--- src/rtl/vga_scanout_ctrl.sv ---
// vga_scanout_ctrl: parametrised VGA scan-out engine.
//   Runs h/v timing counters, issues a linear pixel read stream into the
//   currently displayed framebuffer over a fixed-latency read port, and
//   presents the returned pixels aligned with delayed hsync/vsync/de.
//   Buffer flips requested by the framebuffer writer are applied only on
//   frame boundaries.
// Ports:
//   vga_clk, rst             pixel clock, async active-high reset
//   axi_vga_ready            writer has the first frame ready (starts scan-out)
//   vga_ready                scan-out running
//   swap_req / swap_ack      flip request / one-cycle pulse when the flip lands
//   disp_buf                 buffer currently being scanned
//   rd_en/rd_buf/rd_addr     pixel read request
//   rd_data                  read data, valid RD_LATENCY cycles after rd_en
//   frame_start,hsync,vsync,de,rgb_out   pin-side video outputs
module vga_scanout_ctrl #(
  parameter int ADDR_WIDTH  = 32,
  parameter int DATA_WIDTH  = 32,
  parameter int PIXEL_WIDTH = 15,
  parameter int NUM_BUFFERS = 2,
  parameter int RD_LATENCY  = 1,
  parameter int H_ACTIVE    = 640,
  parameter int H_FP        = 16,
  parameter int H_SYNC      = 96,
  parameter int H_BP        = 48,
  parameter int V_ACTIVE    = 480,
  parameter int V_FP        = 10,
  parameter int V_SYNC      = 2,
  parameter int V_BP        = 33,
  parameter int HSYNC_POL   = 0,
  parameter int VSYNC_POL   = 0,
  localparam int BUF_W      = (NUM_BUFFERS > 1) ? $clog2(NUM_BUFFERS) : 1
) (
  input  logic                   vga_clk,
  input  logic                   rst,
  input  logic                   axi_vga_ready,
  output logic                   vga_ready,
  input  logic                   swap_req,
  output logic                   swap_ack,
  output logic [BUF_W-1:0]       disp_buf,
  output logic                   rd_en,
  output logic [BUF_W-1:0]       rd_buf,
  output logic [ADDR_WIDTH-1:0]  rd_addr,
  input  logic [DATA_WIDTH-1:0]  rd_data,
  output logic                   frame_start,
  output logic                   hsync,
  output logic                   vsync,
  output logic                   de,
  output logic [PIXEL_WIDTH-1:0] rgb_out
);

  localparam int H_TOTAL = H_ACTIVE + H_FP + H_SYNC + H_BP;
  localparam int V_TOTAL = V_ACTIVE + V_FP + V_SYNC + V_BP;
  // One extra count of headroom so every timing bound (up to H_TOTAL) fits.
  localparam int HC_W    = $clog2(H_TOTAL + 1);
  localparam int VC_W    = $clog2(V_TOTAL + 1);
  // Syncs/de/frame_start trail rd_en by the read latency plus the rgb register.
  localparam int PIPE    = RD_LATENCY + 1;

  // Bit positions of the active-high timing flags carried down the pipe.
  localparam int B_HS = 0;
  localparam int B_VS = 1;
  localparam int B_DE = 2;
  localparam int B_FS = 3;

  typedef enum logic {S_IDLE, S_RUN} state_t;

  state_t state_q, state_d;
  logic   run;

  logic [HC_W-1:0]        h_cnt_q, h_cnt_d;
  logic [VC_W-1:0]        v_cnt_q, v_cnt_d;
  logic [ADDR_WIDTH-1:0]  pix_cnt_q, pix_cnt_d;
  logic                   pend_q, pend_d;
  logic [BUF_W-1:0]       disp_buf_q, disp_buf_d;
  logic                   swap_ack_q, swap_ack_d;
  logic                   rd_en_q, rd_en_d;
  logic [BUF_W-1:0]       rd_buf_q, rd_buf_d;
  logic [ADDR_WIDTH-1:0]  rd_addr_q, rd_addr_d;
  logic [3:0]             s1_q, s1_d;
  logic [PIPE-1:0][3:0]   dly_q, dly_d;
  logic [PIXEL_WIDTH-1:0] rgb_q, rgb_d;

  logic h_last, v_last, frame_end, active_c, swap_c;
  logic [BUF_W-1:0] disp_nxt;

  // Only the low PIXEL_WIDTH bits carry a pixel.
  logic unused_rd_data;
  assign unused_rd_data = ^rd_data;

  // ---------------- FSM: state register ----------------
  always_ff @(posedge vga_clk or posedge rst) begin
    if (rst) state_q <= S_IDLE;
    else     state_q <= state_d;
  end

  // ---------------- FSM: next state ----------------
  always_comb begin
    state_d = state_q;
    if (state_q == S_IDLE && axi_vga_ready) state_d = S_RUN;
  end

  // ---------------- FSM: outputs ----------------
  always_comb begin
    run       = (state_q == S_RUN);
    vga_ready = run;
  end

  // ---------------- counter stage ----------------
  always_comb begin
    h_last    = (h_cnt_q == HC_W'(H_TOTAL - 1));
    v_last    = (v_cnt_q == VC_W'(V_TOTAL - 1));
    frame_end = run && h_last && v_last;
    active_c  = run && (h_cnt_q < HC_W'(H_ACTIVE)) && (v_cnt_q < VC_W'(V_ACTIVE));

    h_cnt_d   = h_cnt_q;
    v_cnt_d   = v_cnt_q;
    pix_cnt_d = pix_cnt_q;
    if (!run) begin
      h_cnt_d   = '0;
      v_cnt_d   = '0;
      pix_cnt_d = '0;
    end else begin
      if (h_last) begin
        h_cnt_d = '0;
        v_cnt_d = v_last ? '0 : v_cnt_q + VC_W'(1);
      end else begin
        h_cnt_d = h_cnt_q + HC_W'(1);
      end
      // Linear pixel index: restart each frame, step once per active pixel.
      if (frame_end)     pix_cnt_d = '0;
      else if (active_c) pix_cnt_d = pix_cnt_q + ADDR_WIDTH'(1);
    end
  end

  // ---------------- buffer flip ----------------
  always_comb begin
    disp_nxt   = (disp_buf_q == BUF_W'(NUM_BUFFERS - 1)) ? '0 : disp_buf_q + BUF_W'(1);
    // A request arriving on the boundary cycle itself still counts here.
    swap_c     = frame_end && (pend_q || swap_req);
    pend_d     = swap_c ? 1'b0 : (pend_q || swap_req);
    disp_buf_d = swap_c ? disp_nxt : disp_buf_q;
    swap_ack_d = swap_c;
  end

  // ---------------- read stage + alignment pipe ----------------
  always_comb begin
    rd_en_d   = active_c;
    rd_addr_d = active_c ? pix_cnt_q : rd_addr_q;
    // disp_buf only moves on the frame-end edge, so rd_buf is frame-stable.
    rd_buf_d  = disp_buf_q;

    s1_d       = '0;
    s1_d[B_DE] = active_c;
    s1_d[B_HS] = run && (h_cnt_q >= HC_W'(H_ACTIVE + H_FP))
                     && (h_cnt_q <  HC_W'(H_ACTIVE + H_FP + H_SYNC));
    s1_d[B_VS] = run && (v_cnt_q >= VC_W'(V_ACTIVE + V_FP))
                     && (v_cnt_q <  VC_W'(V_ACTIVE + V_FP + V_SYNC));
    s1_d[B_FS] = run && (h_cnt_q == '0) && (v_cnt_q == '0);

    dly_d    = dly_q;
    dly_d[0] = s1_q;
    for (int i = 1; i < PIPE; i++) dly_d[i] = dly_q[i-1];

    // Capture the pixel on the same edge its de reaches the output stage.
    rgb_d = dly_q[PIPE-2][B_DE] ? rd_data[PIXEL_WIDTH-1:0] : '0;
  end

  always_ff @(posedge vga_clk or posedge rst) begin
    if (rst) begin
      h_cnt_q    <= '0;
      v_cnt_q    <= '0;
      pix_cnt_q  <= '0;
      pend_q     <= 1'b0;
      disp_buf_q <= '0;
      swap_ack_q <= 1'b0;
      rd_en_q    <= 1'b0;
      rd_buf_q   <= '0;
      rd_addr_q  <= '0;
      s1_q       <= '0;
      dly_q      <= '0;
      rgb_q      <= '0;
    end else begin
      h_cnt_q    <= h_cnt_d;
      v_cnt_q    <= v_cnt_d;
      pix_cnt_q  <= pix_cnt_d;
      pend_q     <= pend_d;
      disp_buf_q <= disp_buf_d;
      swap_ack_q <= swap_ack_d;
      rd_en_q    <= rd_en_d;
      rd_buf_q   <= rd_buf_d;
      rd_addr_q  <= rd_addr_d;
      s1_q       <= s1_d;
      dly_q      <= dly_d;
      rgb_q      <= rgb_d;
    end
  end

  // ---------------- outputs ----------------
  assign swap_ack    = swap_ack_q;
  assign disp_buf    = disp_buf_q;
  assign rd_en       = rd_en_q;
  assign rd_buf      = rd_buf_q;
  assign rd_addr     = rd_addr_q;
  assign de          = dly_q[PIPE-1][B_DE];
  assign frame_start = dly_q[PIPE-1][B_FS];
  // Flags are active-high internally; cleared pipe gives the inactive level.
  assign hsync       = (HSYNC_POL != 0) ? dly_q[PIPE-1][B_HS] : ~dly_q[PIPE-1][B_HS];
  assign vsync       = (VSYNC_POL != 0) ? dly_q[PIPE-1][B_VS] : ~dly_q[PIPE-1][B_VS];
  assign rgb_out     = rgb_q;

endmodule

--- config.mk ---
export PLATFORM = sky130hd
export DESIGN_NAME = vga_scanout_ctrl
export DESIGN_NICKNAME = d
export VERILOG_FILES = /design/src/rtl/vga_scanout_ctrl.sv
export SDC_FILE = /design/constraint.sdc
export NUM_CORES = 1
export LEC_CHECK = 0
export BUFFER_PORTS_ARGS = -buffer_cell sky130_fd_sc_hd__buf_2
export CAP_MARGIN = 20
export CORE_MARGIN = 8
export CORE_UTILIZATION = 56
export CTS_CLUSTER_SIZE = 16
export DETAILED_ROUTE_END_ITERATION = 8
export GPL_TIMING_DRIVEN = 0
export PLACE_DENSITY = 0.8
export SETUP_SLACK_MARGIN = 0.02
export SYNTH_ARGS = -nofsm -noshare
export SYNTH_HDL_FRONTEND = slang
export SYNTH_SLANG_ARGS = --single-unit
--- constraint.sdc ---
create_clock -name vga_clk -period 4.67 [get_ports vga_clk]
set_input_delay 0.934 -clock vga_clk [delete_from_list [all_inputs] [get_ports vga_clk]]
set_output_delay 0.934 -clock vga_clk [all_outputs]
set_load 0.05 [all_outputs]
Word level (Yosys, flattened, before mapping) --
Cells that the tools add are included. W data, S select, Z words.
Storage, ports and cells: bits in latches 0, bits in read-only memories 0, logic and storage cells 57, output and inout port bits 56, input bits 36, memories 0, register bits 117, RAM bits 0
Operators by class: add/subtract/negate cells 4, shifts and indexed selects 0, magnitude comparators 6, bitwise operators 3, div/mod/pow operators 0, reduce and logical (&&, ||, !) cells 15, equality and inequality tests 4, multiply operators 0, muxes and demuxes 11
Operators with widths (count):
- $mux W32 | 3
- $mux W10 | 5
- $add A32 B1 Y32 const B | 1
- $add A10 B1 Y10 const B | 2
- $eq A10 B10 Y1 const B | 2
- $logic_not A10 Y1 | 2
- $lt A10 B10 Y1 const B | 2
- $lt A10 B9 Y1 const B | 2
- $mux W15 | 1
- $logic_and A1 B1 Y1 | 12
- $ge A10 B10 Y1 const B | 1
- $ge A10 B9 Y1 const B | 1
- $ne A3 B1 Y1 const B | 1
- $not A1 Y1 | 3
- $mux W1 | 2
- $ne A2 B1 Y1 const B | 1
- $add A1 B1 Y1 const B | 1
- $logic_or A1 B1 Y1 | 1

Depth between registers and ports, before layout --
depth after elaboration 6, depth in mapped cells 7, mapped depth without buffers 5

Worst setup path after synthesis --
OpenSTA, ideal clock, no wires.
path type reg-to-reg, start point register state_q, in the netlist vga_ready, end point register pix_cnt_q[12], path buffers 1, stages on the path, launching flop included 6, required time 4.593 ns, clock period less this slack 1.946 ns, setup time 0.077 ns, data arrival time 1.869 ns, slack 2.724 ns, cells stage by stage dfrtp_1 -> and2b_1 -> nand3_1 -> buf_2 -> or4_2 -> a21oi_1
Between the ends: longest elaborated chain between the ends 4, elaborated cells between the ends (all ways) 7, classes of those cells eq/ne: 1; mux: 2; reduce/logical: 4
Ends and longest elaborated chain:
- from (decl) | line 68 | state_t state_q, state_d;
- from (signal assigned) | line 94 | else state_q <= state_d;
- $logic_and A1 B1 Y1 (2 in a row) | line 113 | frame_end = run && h_last && v_last;
- $mux W32 | line 131 | if (frame_end) pix_cnt_d = '0;
- $mux W32 | line 119 | if (!run) begin
- to (signal assigned) | line 186 | pix_cnt_q <= pix_cnt_d;
- to (decl) | line 73 | logic [ADDR_WIDTH-1:0] pix_cnt_q, pix_cnt_d;
Parallel ways exist; a longest one is shown, timed or not. A chain may end at the register's enable or synchronous reset.

Worst setup path after layout --
start point register h_cnt_q[0], end point register pix_cnt_q[17]
Between the ends: longest elaborated chain between the ends 5, elaborated cells between the ends (all ways) 9, classes of those cells order compare: 1; eq/ne: 2; mux: 2; reduce/logical: 4
Ends and longest elaborated chain:
- from (decl) | line 71 | logic [HC_W-1:0] h_cnt_q, h_cnt_d;
- from (signal assigned) | line 184 | h_cnt_q <= h_cnt_d;
- branches (longest 5 deep; another with $lt A10 B10 Y1)
Several ways; the timed one is not identified.

==> results.tsv <==
metric	value	unit
synth.cell_area	5130	sq um
power_density	443	nW/um^2
drt_iter0_drc	325	
path_buf_inv	2	
die_area	12500	sq um
final-setup-viol-count	0	
die_h	112	microns
finClkSkew	0.00978	ns
highest_layer	met4	
maxSlewHeadroom	62.7	%
yosysWarningCount	0	
dr.pass1.iters	5	
synth_nets	556	
cp-end-kind	flop	
tightest_slew	0.559	ns
critical_path_class	reg -> reg	
dp.cells	701	
r2r.worst_path.cells	7	
first_global_vias	4327	
maxSlewViolCount	0	
critPathRequiredTime	5.05	ns
cap_viol_max_count	0	
hold_depth	0	
clkLatencyLatePin	0.51	ns
cts_hold_buf	0	
crit_path_start_kind	flop	
wire_per_inst	16.8	microns
period_share	47.2	%
cts-resized-gates	0	
dp_slack	2.50	ns
grt_use_total	20.5	%
cts_buffer_depth	2	
layout_min_cycle_time	2.20	ns
ys_types	45	
antenna_found_initial	0	
cts_buffers	17	
met2_length	6.21	mm
cp.arrival	2.58	ns
wirelength_met1	5.07	mm
io_buffers	74	
grt_first_pass_wirelength	20.9	mm
routed_wl	12.3	mm
p_leak	2.95	nW
dp_hpwl	8.20	mm
ys_ff_latch	116	
critPathMaxFanout	10	
rows	35	
slowest_delay	0.44	ns
finalNonFillerCells	733	
yosysSeqAreaShare	56.5	%
grt_max_degree	77	
cp_cell_sequence	ha_1 -> and3_1 -> clkbuf_1 -> nand3_1 -> o21ai_2 -> buf_2 -> a21oi_1	
cp_num_cells	7	
vias	4349	
finalWorstSetupSlack	2.47	ns
fill_cells	682	
crit_family	buffers and inverters	
cpMaxStageDelayCell	o21ai_2	
drive_gt1_share	21.2	%
tns	0	ns
seq_area	2900	sq um
cts-htree-levels	4	
detail-route-antenna-nets	0	
outcome	finished, final reports clean	
drc	0	
fp.dieW	112	microns
hp-class	reg -> reg	
gp_congestion	0.882	
via_per_inst	5.93	
io_pins	92	
hold_violations	0	
start_util	56.6	%
cts.sink_count	116	
postCtsSetupBuffers	0	
syn2layout_area_growth	21.1	%
multi_input_area	2050	sq um
core_area	9060	sq um
rsz0062_at_grt	false	
grt_overflow	0	
max_clock_freq	454	MHz
clkTransAtPathRegs	0.06	ns
cts_tree	built	
wl_met3	827	microns
root_buffer	clkbuf_8	
synth_cells	515	
fin_nets	650	
vdd_ir_drop_max	0.271	mV
avgSynthCellArea	9.97	sq um
diodes	0	
==> cell families after synthesis <==
family                     share of synthesized area [%]
and+or+nand+nor                                     25.9
DFF                                                 56.5
AOI/OAI and AO/OA                                   9.16
buffers and inverters                               3.49
xor gates and xnor gates                            2.56
muxes                                               1.17
adders and majority gates                           1.22
==> cell type report <==
type / instances / area share [%]
Tap cell: 111 / 2.23
Multi-Input combinational cell: 357 / 33.0
Clock buffer: 17 / 6.66
Timing Repair Buffer: 75 / 6.40
Buffer: 28 / 2.03
Sequential cell: 116 / 46.7
Inverter: 14 / 0.885
Clock inverter: 15 / 2.11
==> power breakdown <==
| group | internal, mW | switching, mW |
|---|---|---|
| registers | 1.10 | 0.0914 |
| clock network | 0.705 | 0.474 |
| logic | 0.124 | 0.257 |
| total | 1.93 | 0.822 |
==> worst paths after layout <==
kind / startpoint / end / slack (ns)
worst max register to register: h_cnt_q[0] / pix_cnt_q[17] / 2.47
worst min-delay path: s1_q[0] / dly_d[4] / 0.35
min in group asynchronous: rst / h_cnt_q[4] / 0.48
max in group asynchronous: rst / pix_cnt_q[21] / 3.46
worst max-delay path: h_cnt_q[0] / pix_cnt_q[17] / 2.47
worst min register to register: s1_q[0] / dly_d[4] / 0.35
==> cells in the mapped netlist, drive strengths merged <==
library cell | number | area share (%)
nand4 | 15 | 1.9
buf | 12 | 1.2
and4 | 7 | 1.2
inv | 13 | 0.95
ha | 5 | 1.2
o211ai | 9 | 1.3
a31oi | 7 | 0.85
nand2b | 2 | 0.24
nand3b | 1 | 0.15
nand2 | 113 | 8.3
a21oi | 24 | 2.4
xnor2 | 4 | 0.68
and3 | 9 | 1.1
o22ai | 1 | 0.12
and2b | 1 | 0.15
xor2 | 11 | 1.9
nor3 | 8 | 0.78
o21ai | 13 | 1.4
nand3 | 22 | 2.1
o31ai | 15 | 2.2
or3 | 7 | 0.85
clkinv | 1 | 0.073
o311ai | 1 | 0.17
or4 | 18 | 2.7
nand4b | 5 | 0.85
mux2i | 6 | 1.2
or2 | 1 | 0.12
o41ai | 2 | 0.34
clkbuf | 16 | 1.2
nor2b | 1 | 0.12
nor4b | 1 | 0.29
and4b | 1 | 0.19
dfrtp | 116 | 57
nor2 | 16 | 1.2
nor4 | 9 | 1.1
o221ai | 2 | 0.34
and2 | 20 | 2.4
==> layer usage <==
| layer | track usage, % | vias up |
|---|---|---|
| li1 | - | 2025 |
| met1 | 24.9 | 2134 |
| met2 | 33.6 | 162 |
| met3 | 5.79 | 28 |
| met4 | 8.75 | 0 |
| met5 | 0 | - |
==> placed cells by master (no fill, tap or decap), drive strengths merged, types with 8 or more instances in the layout <==
cell type / Yosys / layout
a21oi: 24 / 24
and2: 20 / 20
and3: 9 / 9
buf: 12 / 87
clkbuf: 16 / 33
dfrtp: 116 / 116
inv: 13 / 16
nand2: 113 / 113
nand3: 22 / 22
nand4: 15 / 15
nor2: 16 / 16
nor3: 8 / 8
nor4: 9 / 9
o211ai: 9 / 9
o21ai: 13 / 13
o31ai: 15 / 15
or4: 18 / 18
xor2: 11 / 11
==> registers in the layout, indices dropped and copies added (netlist names), 2 cells and up <==
register	flops
v_cnt_q	10
dly_q	2
dly_d	4
s1_q	4
rgb_out	15
rd_addr	32
h_cnt_q	10
pix_cnt_q	32
==> through the flow <==
stage	utilization (%)	cell area (sq um)	power (mW)	hold WS [ns]
after floorplan	-	5130	1.49	0.331
after global placement	62.2	5640	1.58	0.332
after detailed placement	62.6	5670	1.59	0.335
after CTS	68.6	6220	2.77	0.355
after global routing	68.6	6220	2.87	0.358
final	68.6	6220	2.75	0.352
(Power assumes the default switching activity.)
